File: src/rtl/t05_flv_pkg.sv
// t05_flv_pkg: shared constants, FSM states and address helpers for the FLV scheduler
package t05_flv_pkg;
    localparam int HIST_N   = 256;
    localparam int NODE_N   = 128;
    localparam int DW       = 64;
    localparam int AW       = 9;
    localparam int NODE_BIT = 8;
    localparam logic [AW-1:0] NODE_BASE = AW'(1 << NODE_BIT);

    typedef enum logic [3:0] {
        IDLE, CLEAR, RD_REQ, RD_WAIT, SETTLE, WR_NODE, WIPE1, WIPE2, ARB, FINISH
    } state_t;

    function automatic logic [AW-1:0] node_addr(input logic [7:0] cnt);
        return NODE_BASE + AW'(cnt);
    endfunction
endpackage

File: src/rtl/t05_flv_port_mux.sv
// t05_flv_port_mux: selects the SRAM request fields from the scan engine or the HTREE requester
module t05_flv_port_mux
    import t05_flv_pkg::*;
(
    input  logic          sel,
    input  logic          eng_req,
    input  logic          eng_wr,
    input  logic [AW-1:0] eng_addr,
    input  logic [DW-1:0] eng_wdata,
    input  logic          ht_req,
    input  logic          ht_wr,
    input  logic [AW-1:0] ht_addr,
    input  logic [DW-1:0] ht_wdata,
    output logic          mem_req,
    output logic          mem_wr,
    output logic [AW-1:0] mem_addr,
    output logic [DW-1:0] mem_wdata
);
    assign mem_req   = sel ? ht_req   : eng_req;
    assign mem_wr    = sel ? ht_wr    : eng_wr;
    assign mem_addr  = sel ? ht_addr  : eng_addr;
    assign mem_wdata = sel ? ht_wdata : eng_wdata;
endmodule

File: src/rtl/t05_flv_scheduler.sv
// t05_flv_scheduler: sequences find-least-value passes for the Huffman build; optional watchdog under T05_FLV_TIMEOUT_EN
module t05_flv_scheduler
    import t05_flv_pkg::*;
(
    input  logic          clk,
    input  logic          rst,
    input  logic          start,
    output logic          mem_req,
    output logic          mem_wr,
    output logic [AW-1:0] mem_addr,
    output logic [DW-1:0] mem_wdata,
    input  logic          mem_gnt,
    input  logic          mem_rvalid,
    input  logic [DW-1:0] mem_rdata,
    output logic          cmp_clear,
    output logic          cmp_valid,
    output logic [DW-1:0] cmp_val,
    output logic [AW-1:0] cmp_idx,
    input  logic [AW-1:0] cmp_least1,
    input  logic [AW-1:0] cmp_least2,
    input  logic [DW-1:0] cmp_sum,
    input  logic          cmp_have2,
    input  logic          ht_req,
    input  logic          ht_wr,
    input  logic [AW-1:0] ht_addr,
    input  logic [DW-1:0] ht_wdata,
    output logic          ht_gnt,
    output logic [7:0]    node_cnt,
    output logic          busy,
    output logic          htree_complete,
    output logic          err
);
    state_t        state, state_nx;
    logic [AW-1:0] idx, l1, l2, eng_addr;
    logic [DW-1:0] sum_q, eng_wdata;
    logic          eng_act, eng_req, eng_wr, sel, timeout, last, node_full, start_ok;

    assign last      = idx == AW'(HIST_N) + AW'(node_cnt) - 1'b1;
    assign node_full = node_cnt == 8'(NODE_N);
    assign start_ok  = state == IDLE && state_nx == CLEAR;

`ifdef T05_FLV_TIMEOUT_EN
    logic [7:0] wd;
    assign timeout = wd == 8'hFF;
    // watchdog counts stalled requests and read waits, clearing whenever the engine makes progress
    always_ff @(posedge clk or negedge rst) begin
        if (!rst) wd <= '0;
        else      wd <= ((eng_act && !mem_gnt) || (state == RD_WAIT && !mem_rvalid)) ? wd + 1'b1 : '0;
    end
`else
    assign timeout = 1'b0;
`endif

    // state register
    always_ff @(posedge clk or negedge rst) begin
        if (!rst) state <= IDLE;
        else      state <= state_nx;
    end

    // next-state logic; a pending HTREE request in IDLE must be granted before a build may start
    always_comb begin
        state_nx = state;
        case (state)
            IDLE:    state_nx = (start && (!ht_req || mem_gnt)) ? CLEAR : IDLE;
            CLEAR:   state_nx = RD_REQ;
            RD_REQ:  state_nx = mem_gnt ? RD_WAIT : RD_REQ;
            RD_WAIT: state_nx = !mem_rvalid ? RD_WAIT : last ? SETTLE : RD_REQ;
            SETTLE:  state_nx = (!cmp_have2 || node_full) ? FINISH : WR_NODE;
            WR_NODE: state_nx = mem_gnt ? WIPE1 : WR_NODE;
            WIPE1:   state_nx = mem_gnt ? WIPE2 : WIPE1;
            WIPE2:   state_nx = mem_gnt ? ARB : WIPE2;
            ARB:     state_nx = ht_req ? ARB : CLEAR;
            FINISH:  state_nx = IDLE;
            default: state_nx = IDLE;
        endcase
        if (timeout) state_nx = FINISH;
    end

    // outputs decoded from state; the engine request is dropped the moment the watchdog fires
    always_comb begin
        eng_act   = state inside {RD_REQ, WR_NODE, WIPE1, WIPE2};
        eng_req   = eng_act && !timeout;
        eng_wr    = state inside {WR_NODE, WIPE1, WIPE2};
        eng_addr  = state == RD_REQ  ? idx :
                    state == WR_NODE ? node_addr(node_cnt) :
                    state == WIPE1   ? l1 :
                    state == WIPE2   ? l2 : '0;
        eng_wdata = state == WR_NODE ? sum_q : '0;
        cmp_clear = state == CLEAR;
        cmp_valid = state == RD_WAIT && mem_rvalid && |mem_rdata;
        cmp_val   = cmp_valid ? mem_rdata : '0;
        cmp_idx   = cmp_valid ? idx : '0;
        busy      = state != IDLE && state != FINISH;
        sel       = ht_req && (state == IDLE || state == ARB);
        ht_gnt    = sel && mem_gnt;
    end

    // scan index, latched comparator result, node count and status flags
    always_ff @(posedge clk or negedge rst) begin
        if (!rst) begin
            idx            <= '0;
            l1             <= '0;
            l2             <= '0;
            sum_q          <= '0;
            node_cnt       <= '0;
            err            <= 1'b0;
            htree_complete <= 1'b0;
        end else begin
            if (state == CLEAR) idx <= '0;
            else if (state == RD_WAIT && mem_rvalid) idx <= idx + 1'b1;
            if (state == SETTLE) begin
                l1    <= cmp_least1;
                l2    <= cmp_least2;
                sum_q <= cmp_sum;
            end
            if (start_ok) node_cnt <= '0;
            else if (state == WIPE2 && mem_gnt) node_cnt <= node_cnt + 1'b1;
            if (start_ok) err <= 1'b0;
            else if ((state == SETTLE && cmp_have2 && node_full) || timeout) err <= 1'b1;
            if (start_ok) htree_complete <= 1'b0;
            else if (state_nx == FINISH) htree_complete <= 1'b1;
        end
    end

    t05_flv_port_mux u_mux (
        .sel       (sel),
        .eng_req   (eng_req),
        .eng_wr    (eng_wr),
        .eng_addr  (eng_addr),
        .eng_wdata (eng_wdata),
        .ht_req    (ht_req),
        .ht_wr     (ht_wr),
        .ht_addr   (ht_addr),
        .ht_wdata  (ht_wdata),
        .mem_req   (mem_req),
        .mem_wr    (mem_wr),
        .mem_addr  (mem_addr),
        .mem_wdata (mem_wdata)
    );
endmodule
File: config.mk
export PLATFORM = sky130hd
export DESIGN_NAME = t05_flv_scheduler
export DESIGN_NICKNAME = d
export VERILOG_FILES = /design/src/rtl/t05_flv_pkg.sv /design/src/rtl/t05_flv_port_mux.sv /design/src/rtl/t05_flv_scheduler.sv
export SDC_FILE = /design/constraint.sdc
export NUM_CORES = 1
export LEC_CHECK = 0
export CORE_AREA = 2 2 152 154
export CTS_CLUSTER_DIAMETER = 40
export DETAILED_ROUTE_END_ITERATION = 10
export DIE_AREA = 0 0 154 156
export PLACE_DENSITY_LB_ADDON = 0.12
export SKIP_CTS_REPAIR_TIMING = 1
export SYNTH_ARGS = -nofsm -noshare
export SYNTH_HDL_FRONTEND = slang
export SYNTH_SLANG_ARGS = --single-unit
File: constraint.sdc
create_clock -name clk -period 3.9 [get_ports clk]
set_clock_uncertainty 0.1 [all_clocks]
set_input_delay 0.78 -clock clk [delete_from_list [all_inputs] [get_ports clk]]
set_output_delay 0.78 -clock clk [all_outputs]
set_load 0.01 [all_outputs]
==> results.cfg <==
[finish]
post-route-util_pct = 49.70
fin_nets = 1212
nFillCells = 2087
drive_gt1_share_pct = 15.81
area_growth_pct = 80.15

[detailed_routing]
vias = 6178
routedWlPerCell_um = 19.69
drc = 0
viasPerCell = 4.849
drtPass1Iterations = 4
wl_um = 25090
first_iter_violations = 225
ant_nets = 0

[synth]
yosys.area_share.simple_pct = 17.26
synth_compound_area_share_pct = 15.23
ys_ff_latch = 105
synth-edff-count = 0
synthFlopType = dfrtp_1
synthCells = 589
yosysMostFrequentCell = dfrtp_1
synth_top_family_by_area = simple AND/OR/NAND/NOR gates
ys_top_cells_by_area = dfrtp_1 (43%), mux2_2 (15%), a22o_1 (9.4%)
ys_warn_count = 0
ys_types = 47
ys_seq_area_share_pct = 42.59
synth_common_cells = dfrtp_1 (105), mux2_2 (84), and2_1 (73), a22o_1 (66), nor2_1 (32)
synth_fa_ha_area_share_pct = 0.6084
synthesis.nets = 819
synthMuxAreaShare_pct = 16.47
synth_xor_area_share_pct = 3.975
synth_top_area_share_pct = 42.59
avgSynthCellArea_um2 = 10.47
synth_area_um2 = 6170
synth_top_area_cell = dfrtp_1
synthArstFlopShare_pct = 100.0

[floorplan]
dieArea_um2 = 24020
fp.dieH_um = 156
rows = 55
initial_core_util_pct = 27.59
core_um2 = 22370
dieWidth_um = 154
io_pins = 389

[critical_path]
critPathCaptureType = output port
required_ns = 3.02
cp_slowest_cell = clkdlybuf4s50_1
r2r_setup_slack_ns = 1.47
crit_path_frequent_cell = buf_4
startpoint_type = primary input
path_cells = clkdlybuf4s50_1 > nor4_2 > nand4_1 > nor4_4 > buf_6 > buf_4 > buf_4 > nor2_4 > and2_1 > dlymetal6s2s_1
cp_max_fo = 18
critPathKind = primary input to output port
max_stage_delay_ns = 0.49
worstPathArrival_ns = 2.96

[pwr]
switching_share_pct = 33.91
seq_power_share_pct = 31.3
power.density_nw_per_um2 = 328.7
vdd_drop_max_mv = 0.2235
combPwrFrac_pct = 43.0
p_leak_nw = 5.897
p_clk_share_pct = 25.7
p_sw_mw = 1.239
internal-power_mw = 2.415

[sta]
max_freq_mhz = 260.4
slew_viol_final = 0
timing.slew.headroom_pct = 43.69
min_period_over_period_pct = 98.48
fin_crit_ns = 3.841
final.setup.worst_slack_ns = 0.05919
final-setup-viol-count = 0
hold_viol = 0
fin_setup_tns_ns = 0
worst_pin_slew_ns = 0.8447

[clock_tree]
clkTransAtPathRegs_ns = 0.08
insertion_delay_ns = 0.36
cts_num_sinks = 105
cts_tree = yes
cts_buffers = 9
cts_max_path_buffers = 2
cts-root-buf = clkbuf_16
cts_max_level = 3

[global_routing]
grtUsageTotal_pct = 19.76
grt_max_degree = 83
use_met1_pct = 25.32
first_global_vias = 6089
grt_pass1_wl_um = 36630
overflow = 0
antenna_found_initial = 5
top_usage_layer = met2
use_met2_pct = 32.50
gr-usage-met3_pct = 5.333

[min_path]
worst_hold_path_type = primary input to asynchronous set/reset pin

[flow_run]
cap_violations = 0

[placement]
dpl_worst_slack_ns = -0.4838
hpwlAfterDp_um = 18790
place_congestion = 0.9042
port_buffers = 388

[run_status]
status = finished clean
## worst max-delay path, delay by kind of cell
family	cells	cell delay [ns]
buffers and inverters	5	1.06
and+or+nand+nor	5	1.11
## per-layer routing
metal,vias to the layer above,share of wire [%]
li1,2962,-
met1,2941,43
met2,235,48
met3,34,6.9
met4,6,2.0
met5,-,0.15
## per-stage QoR
step | instances | cell area [um^2] | hold slack [ns] | power [mW]
2_1_floorplan | 589 | 6170 | 0.3750 | 1.815
5_1_grt | 1274 | 11110 | 0.4230 | 3.845
3_5_place_dp | 1250 | 10520 | 0.3960 | 2.740
4_1_cts | 1266 | 10820 | 0.4119 | 3.702
6_report | 1274 | 11110 | 0.4052 | 3.654
3_3_place_gp | 1250 | 10520 | 0.3916 | 2.742
## power by group through the flow
stage	clock network [mW]	registers (mW)	logic, mW
2_1_floorplan	0	1.15	0.661
3_3_place_gp	0	1.16	1.58
3_5_place_dp	0	1.16	1.58
4_1_cts	0.976	1.14	1.58
5_1_grt	1.01	1.15	1.68
6_report	0.937	1.14	1.57
## cell type report
cell class | count | area, um^2 | share of cell area, %
clock buffer | 9 | 225.2 | 2.026
multi-input combinational | 433 | 3407 | 30.65
inverter | 9 | 33.78 | 0.3040
sequential | 105 | 2628 | 23.64
timing repair buffer | 424 | 4378 | 39.39
clock inverter | 7 | 81.33 | 0.7317
tap | 285 | 356.6 | 3.208
antenna | 2 | 5.005 | 0.04503
## placed cells by master (no fill, tap or decap), types with 3 or more instances in the layout
cell and instances:
dlymetal6s2s_1 74, nand3_1 9, o21ai_0 22, ha_1 3, xnor2_1 17, inv_1 9, nor2_1 29, or3_1 4
and2_1 73, o211ai_1 3, nor4_2 4, and3_1 4, clkdlybuf4s50_1 313, nand4_1 9, a21oi_1 16, a22o_1 66
buf_12 3, a22oi_1 7, mux2i_1 7, nor3_1 7, clkbuf_16 9, buf_4 33, nor2_4 7, nor4_1 12
dfrtp_1 105, xor2_1 11, mux2_2 84, nand2_1 13
## cells by family after synthesis
kind of cell,after synthesis
adders and majority gates,3
muxes,91
xor gates and xnor gates,28
buffers and inverters,54
and+or+nand+nor,182
AOI/OAI and AO/OA,126
DFF,105
## final timing paths
check	startpoint	to	cells past startpoint
setup / recovery	mem_rdata[59]	cmp_val[42]	10
hold / removal	rst	node_cnt[7]$_DFFE_PN0P_	1
setup reg to reg	node_cnt[0]$_DFFE_PN0P_	state[1]$_DFF_PN0_	7
hold reg to reg	l2[2]$_DFFE_PN0P_	l2[2]$_DFFE_PN0P_	1
max in group asynchronous	rst	sum_q[2]$_DFFE_PN0P_	2
min in group clk	l2[2]$_DFFE_PN0P_	l2[2]$_DFFE_PN0P_	1
## sequential cells by signal, indices dropped and copies added, names as in the netlist
name	cells
sum_q	64
htree_complete	1
l2	9
l1	9
state	4
idx	9
err	1
node_cnt	8
(Power assumes the default switching activity.)
